--- config.mk ---
export PLATFORM = sky130hd
export DESIGN_NAME = free_game_award_unit
export DESIGN_NICKNAME = d
export VERILOG_FILES = /design/src/rtl/free_game_award_unit.sv
export SDC_FILE = /design/constraint.sdc
export NUM_CORES = 1
export LEC_CHECK = 0
export ABC_AREA = 1
export BUFFER_PORTS_ARGS = -buffer_cell sky130_fd_sc_hd__buf_2
export CAP_MARGIN = 20
export CORE_ASPECT_RATIO = 0.75
export CORE_MARGIN = 2
export CORE_UTILIZATION = 50
export CTS_CLUSTER_SIZE = 25
export DETAILED_ROUTE_END_ITERATION = 10
export PLACE_DENSITY = 0.72
export SKIP_LAST_GASP = 1
export SLEW_MARGIN = 15
export SYNTH_ARGS = -nofsm -noshare
export SYNTH_HDL_FRONTEND = slang
export SYNTH_SLANG_ARGS = --single-unit
--- constraint.sdc ---
create_clock -name CLK_DRV -period 6.6 [get_ports CLK_DRV]
set_clock_uncertainty 0.2 [all_clocks]
set_input_delay 1.32 -clock CLK_DRV [delete_from_list [all_inputs] [get_ports CLK_DRV]]
set_output_delay 1.32 -clock CLK_DRV [all_outputs]
set_load 0.01 [all_outputs]
--- src/rtl/free_game_award_unit.sv ---
// Free-game award: latches one award per player per game, queues
// them, and emits spaced BONUS_COIN pulses plus an optional tone.
//
// Ports:
//   CLK_DRV, RESET   clock, synchronous active-high reset
//   THRESH, SCORE    threshold and per-player score-hundreds digits
//   START_GAME_N     active-low game start, rearms all players
//   ATTRACT_N        active-low attract mode, kills the tone
//   TONE_GATE        audio carrier gated onto FREE_GAME_TONE
//   BONUS_COIN       one fixed-width pulse per award
//   AWARDED          per-player award-taken flags
//   FREE_GAME_TONE   TONE_GATE while the tone timer runs
// Build option: define FREE_GAME_TONE_EN to build the tone timer;
// otherwise FREE_GAME_TONE is tied low.
module free_game_award_unit #(
  parameter int PLAYERS      = 2,
  parameter int DIGIT_W      = 4,
  parameter int PULSE_CYCLES = 64,
  parameter int TONE_COUNTS  = 66206432
) (
  input  logic                       CLK_DRV,
  input  logic                       RESET,
  input  logic [DIGIT_W-1:0]         THRESH,
  input  logic [PLAYERS*DIGIT_W-1:0] SCORE,
  input  logic                       START_GAME_N,
  input  logic                       ATTRACT_N,
  input  logic                       TONE_GATE,
  output logic                       BONUS_COIN,
  output logic [PLAYERS-1:0]         AWARDED,
  output logic                       FREE_GAME_TONE
);

  localparam int PW = $clog2(PLAYERS + 1) + 1;
  localparam int CW =
    (PULSE_CYCLES > 1) ? $clog2(PULSE_CYCLES) : 1;
  localparam logic [CW-1:0] LAST = CW'(PULSE_CYCLES - 1);
  localparam logic [PW:0] MAXP = (PW + 1)'(2 * PLAYERS);

  typedef enum logic [1:0] {
    IDLE  = 2'd0,
    PULSE = 2'd1,
    GAP   = 2'd2
  } state_t;

  state_t             state_q, state_d;
  logic [CW-1:0]      cnt_q, cnt_d;
  logic [PW-1:0]      pend_q, pend_d;
  logic [PW-1:0]      n_new;
  logic [PW:0]        sum;
  logic [PLAYERS-1:0] award;
  logic [PLAYERS-1:0] awarded_d;
  logic               enter;
  logic               coin_q;

  always_comb begin
    award = '0;
    n_new = '0;
    for (int i = 0; i < PLAYERS; i++) begin
      award[i] = (THRESH != '0)
        && (SCORE[i*DIGIT_W +: DIGIT_W] == THRESH)
        && !AWARDED[i] && START_GAME_N;
      n_new = n_new + PW'(award[i]);
    end
  end

  // Start wins over a same-cycle award.
  always_comb begin
    awarded_d = AWARDED | award;
    if (!START_GAME_N)
      awarded_d = '0;
  end

  always_comb begin
    state_d = state_q;
    cnt_d   = cnt_q;
    enter   = 1'b0;
    unique case (state_q)
      IDLE: begin
        if (pend_q != '0) begin
          state_d = PULSE;
          cnt_d   = '0;
          enter   = 1'b1;
        end
      end
      PULSE: begin
        if (cnt_q == LAST) begin
          state_d = GAP;
          cnt_d   = '0;
        end else begin
          cnt_d = cnt_q + 1'b1;
        end
      end
      GAP: begin
        if (cnt_q == LAST) begin
          cnt_d = '0;
          if (pend_q != '0) begin
            state_d = PULSE;
            enter   = 1'b1;
          end else begin
            state_d = IDLE;
          end
        end else begin
          cnt_d = cnt_q + 1'b1;
        end
      end
      default: begin
        state_d = IDLE;
        cnt_d   = '0;
      end
    endcase
  end

  // Award and dequeue in the same edge net out; enter implies
  // pend_q >= 1, so the sum never underflows.
  always_comb begin
    sum = {1'b0, pend_q} + {1'b0, n_new}
        - {{PW{1'b0}}, enter};
    pend_d = (sum > MAXP) ? MAXP[PW-1:0] : sum[PW-1:0];
  end

  always_ff @(posedge CLK_DRV) begin
    if (RESET) begin
      state_q <= IDLE;
      cnt_q   <= '0;
      pend_q  <= '0;
      AWARDED <= '0;
      coin_q  <= 1'b0;
    end else begin
      state_q <= state_d;
      cnt_q   <= cnt_d;
      pend_q  <= pend_d;
      AWARDED <= awarded_d;
      coin_q  <= (state_d == PULSE);
    end
  end

  assign BONUS_COIN = coin_q;

`ifdef FREE_GAME_TONE_EN
  localparam int TW = $clog2(TONE_COUNTS + 1);
  logic [TW-1:0] tone_q;

  always_ff @(posedge CLK_DRV) begin
    if (RESET)
      tone_q <= '0;
    else if (!ATTRACT_N)
      tone_q <= '0;
    else if (enter)
      tone_q <= TW'(TONE_COUNTS);
    else if (tone_q != '0)
      tone_q <= tone_q - 1'b1;
  end

  assign FREE_GAME_TONE = TONE_GATE && (tone_q != '0);
`else
  logic unused_tone;
  assign unused_tone    = TONE_GATE ^ ATTRACT_N;
  assign FREE_GAME_TONE = 1'b0;
`endif

endmodule
; After elaboration in Yosys (flattened, before gate mapping)
; Index checks and enable logic that the tools add are counted.
[classes]
addsub = 4
magnitude_cmp = 1
eq_ne = 7
n_mux = 12
bitwise = 2
n_reduce_logical = 14
[ops]
columns = op, n
row1 = 2-to-1 mux 6 bit, 2
row2 = one-hot mux 6 bit (2 select lines), 1
row3 = == test 4 bit, 2
row4 = adder 6 x 1 -> 6 bit (second input constant), 1
row5 = == test 6 bit (second input constant), 1
row6 = logical AND 1 bit, 6
row7 = 2-to-1 mux 2 bit, 3
row8 = one-hot mux 2 bit (3 select lines), 1
row9 = OR reduction 2 bit, 3
row10 = adder 3 x 2 -> 4 bit, 1
row11 = == test 2 x 1 -> 1 bit (second input constant), 2
row12 = > comparator 4 x 3 -> 1 bit (second input constant), 1
row13 = nonzero test 4 bit, 1
row14 = subtractor 4 x 1 -> 4 bit, 1
row15 = 2-to-1 mux 1 bit, 3
row16 = 2-to-1 mux 3 bit, 1
row17 = nonzero test 3 bit, 1
row18 = adder 1 x 1 -> 2 bit, 1
row19 = == test 2 bit (second input constant), 1
row20 = zero test 1 bit, 2
row21 = zero test 2 bit, 1
row22 = inequality test 2 bit (second input constant), 1
row23 = bitwise OR 2 bit, 1
row24 = one-hot mux 1 bit (2 select lines), 1
row25 = NOT 1 bit, 1
[totals]
ff_bits = 14
out_inout_bits = 4

; Logic depth before layout (Yosys ltp)
[depth]
depth_word = 9
depth_mapped = 16
depth_no_buf = 16

; Worst setup path before layout
; OpenSTA, ideal clock, no wires.
[synth_path]
path_kind = input-to-reg
start = in THRESH[0]
end = reg pend_q[0]
setup_time_ps = 124
t_arrival_ps = 3229
required_time_ps = 6276
setup_slack_ps = 3047
stages = 11
path_cell_list = inv_1 nor2_1 nor3b_1 nand3_1 ha_1 inv_1 fa_1 fa_1 nor2_1 o21ai_0 nor3b_1
[synth_via]
elab_chain_len = 9
[synth_rtl]
columns = item, line
row1 = "start, declared", 23  ; input logic [DIGIT_W-1:0] THRESH,
row2 = == test 4 bit / nonzero test 4 bit (equally long branches), "60, 59"
row3 = logical AND 1 bit, 60  ; && (SCORE[i*DIGIT_W +: DIGIT_W] == THRESH)
row4 = logical AND 1 bit (2 in a row), 61  ; && !AWARDED[i] && START_GAME_N;
row5 = adder 1 x 1 -> 2 bit (*), 62  ; n_new = n_new + PW'(award[i]);
row6 = adder 3 x 2 -> 4 bit (*), 116  ; sum = {1'b0, pend_q} + {1'b0, n_new}
row7 = subtractor 4 x 1 -> 4 bit (*), 117  ; - {{PW{1'b0}}, enter};
row8 = named net sum[1], 49  ; logic [PW:0] sum;
row9 = > comparator 4 x 3 -> 1 bit (*), 118  ; pend_d = (sum > MAXP) ? MAXP[PW-1:0] : sum[PW-1:0];
row10 = OR reduction 2 bit (no line) (*), n/a
row11 = "end signal, assigned", 131  ; pend_q <= pend_d;
row12 = "end, declared", 47  ; logic [PW-1:0] pend_q, pend_d;
; The timed path passes the listed nets; every way through them passes the cells marked *.
; A chain may end at the register's enable or synchronous reset.

; Worst setup path in the final report
; Same ends and word-level chain as after synthesis.

==> reports/results.txt <==
sequential share of the synthesized area: 27.9%
H-tree Lvls: 1
Max Slew Vio Count: 0
CTS Sinks: 14
initial antenna violation count: 0
outcome: finished, final reports clean
CORE AREA: 1940 um^2
postcts setup bufs: 0
vias per inst: 4.78
met1 usage: 24.3%
Setup-failing EPs final: 0
r2r setup slk: 3660 ps
Startpoint Class: input port
most used routing layer in global routing: met2
leak pwr: 0.622 nW
largest family of logic cells by synthesized area: simple AND/OR/NAND/NOR gates
Vias: 942
layout cells sized above 1: 15.6%
Yosys reg bits: 14
Site Rows: 14
Max Fclk: 0.274 GHz
TNS Setup: 0 ps
GPL Wtd Cong: 0.785
global-route wire length before repair: 3.51 mm
# resized after CTS: 0
CTS root buffer: clkbuf_4
Max FO, Critical Path: 4
worst hold stages: 2
P&R area growth vs syn: 14.3%
Internal Power: 0.197 mW
worst hold endpoint: AWARDED[1]
Initial DRC Count: 18
hold buffers post-CTS: 0
WS Path Type: in -> reg
Final Cycle Share: 55.3%
gr ovfl total: 0
Total Wirelength: 1.86 mm
dpl cell area: 1110 um^2
largest net degree at the start of global routing: 9
pwr dens: 289 nW/um^2
Worst-path clk slew: 80 ps
Worst EP arrival: 3610 ps
routing usage on met3: 6.40%
Synth Instances: 153
CTS Buf Count: 3
Net Switching: 0.135 mW
Die H: 42.8 um
Synth Area in Simple Gates: 35.1%
Logic pwr share: 49.4%
Finished Layout Cells: 197
Yosys warning total: 0
met2 global-route usage: 30.7%
Compound-Gate Fraction of Synth Area: 6.97%
post-route ant nets: 0
clk buf depth: 2
FF-to-FF Start: state_q[0]
width of the die: 55.8 um
Synth Net Count: 180
Netlist cell types: 23
total track usage: 18.9%
Net count, final: 201
switching share of total power: 40.7%
hold_sp: AWARDED[1]
CP Capture Type: register
Placed Cells: 193
Final Hold Fails: 0
routed length per instance: 9.43 um
clock network fraction of design power: 18.3%
Min-Delay Path Class: reg -> reg
RSZ-0062 raised after global routing: no
syn avg cell area: 6.57 um^2
IO Pins: 21
Final min period: 3650 ps
antenna fix cells: 0
worst skew pair latency: 280 ps
multiplexer share of the synthesized area: 0%
1st-pass router iterations: 4
HPWL after detailed placement: 1.60 mm
DRC Markers: 0
Peak supply drop: 0.000252 V
initial core utilization: 51.7%
Reg power frac: 32.3%
Critical Path RT: 6560 ps
Synth Area in XOR/XNOR: 3.48%
cell area after synthesis: 1010 um^2
Post-Synth Adder-Cell Area: 13.9%
r2r worst-path depth: 13
quantity of I/O buffers inserted on ports: 17
total die area: 2390 um^2
post-route cell area: 1150 um^2
number of max-cap violations: 0
Util after Layout: 59.1%
CTS tree: yes
RR Endpoint: pend_q[0]
vias in the first global route: 866
power groups by stage:
stage | clock, mW | sequential (mW) | combinational (mW)
2_1_floorplan | 0 | 0.109 | 0.127
3_3_place_gp | 0 | 0.109 | 0.157
3_5_place_dp | 0 | 0.110 | 0.163
4_1_cts | 0.0632 | 0.108 | 0.164
5_1_grt | 0.0679 | 0.109 | 0.190
6_report | 0.0607 | 0.107 | 0.164
stage by stage:
stage,hold slack [ps],power (mW),setup WS [ps]
2_1_floorplan,254,0.236,3050
3_3_place_gp,267,0.265,2710
3_5_place_dp,266,0.273,2680
4_1_cts,285,0.335,2960
5_1_grt,316,0.367,2790
6_report,282,0.332,2950
layout make-up:
class | count | area [um^2]
Clock buffer | 4 | 36.3
Fill cell | 180 | 795
Inverter | 31 | 116
Multi-Input combinational cell | 107 | 602
Sequential cell | 14 | 280
Tap cell | 24 | 30.0
Timing Repair Buffer | 17 | 85.1
worst max-delay path, stage by stage:
cell and delay (ps):
buf_2 100, inv_1 110, nor2_1 50, nor3b_1 170, nand3_1 160, ha_1 320, inv_1 50, fa_1 440
fa_1 530, nor2_1 40, o21ai_0 230, nor3b_1 80
sequential cells by signal, indices dropped and copies added, names as in the netlist:
name / count
AWARDED: 2
BONUS_COIN: 1
cnt_q: 6
pend_q: 3
state_q: 2
Yosys cell counts, drive strengths merged:
library cell   n  area, um^2
fa             2        40.0
conb           1        3.75
ha             8         100
xnor2          3        26.3
dfxtp         14         280
nor3           3        20.0
a21oi          6        30.0
buf            1        7.51
o21ai          5        25.0
nor2          22        90.1
nand3b         1        7.51
nor3b          3        22.5
o21bai         2        15.0
inv           31         116
nand4          1        6.26
nand3         14        75.1
xor2           1        8.76
nand2         35         131
metal layers:
layer	vias up	routed length (um)
met2	21	800
met4	0	13
met3	2	87
li1	509	-
met1	410	956
met5	-	0
how the worst max path moves through the flow:
stage	startpoint	endpoint
after floorplan	THRESH[0]	pend_q[0]
after global placement	THRESH[0]	pend_q[0]
after detailed placement	THRESH[0]	pend_q[0]
after CTS	THRESH[0]	pend_q[0]
after global routing	THRESH[1]	pend_q[1]
final	THRESH[0]	pend_q[0]
placed cells by master, fill, tap and decap left out, drive strengths merged:
cell    count
nand3b      1
xor2        1
conb        1
nor3b       3
xnor2       3
o21bai      2
nand3      14
buf        17
inv        31
nand4       1
nand2      35
fa          2
ha          8
nor2       22
dfxtp      14
o21ai       5
nor3        3
clkbuf      4
a21oi       6
logic make-up (layout without fill, tap and decap cells):
family / count (synthesis) / after routing
other cells: 1 / 1
buf+inv: 32 / 52
flops: 14 / 14
simple gates: 79 / 79
fa+ha+maj: 10 / 10
compound gates: 13 / 13
xor+xnor: 4 / 4
Note: power is estimated with default switching activity, not from simulation.
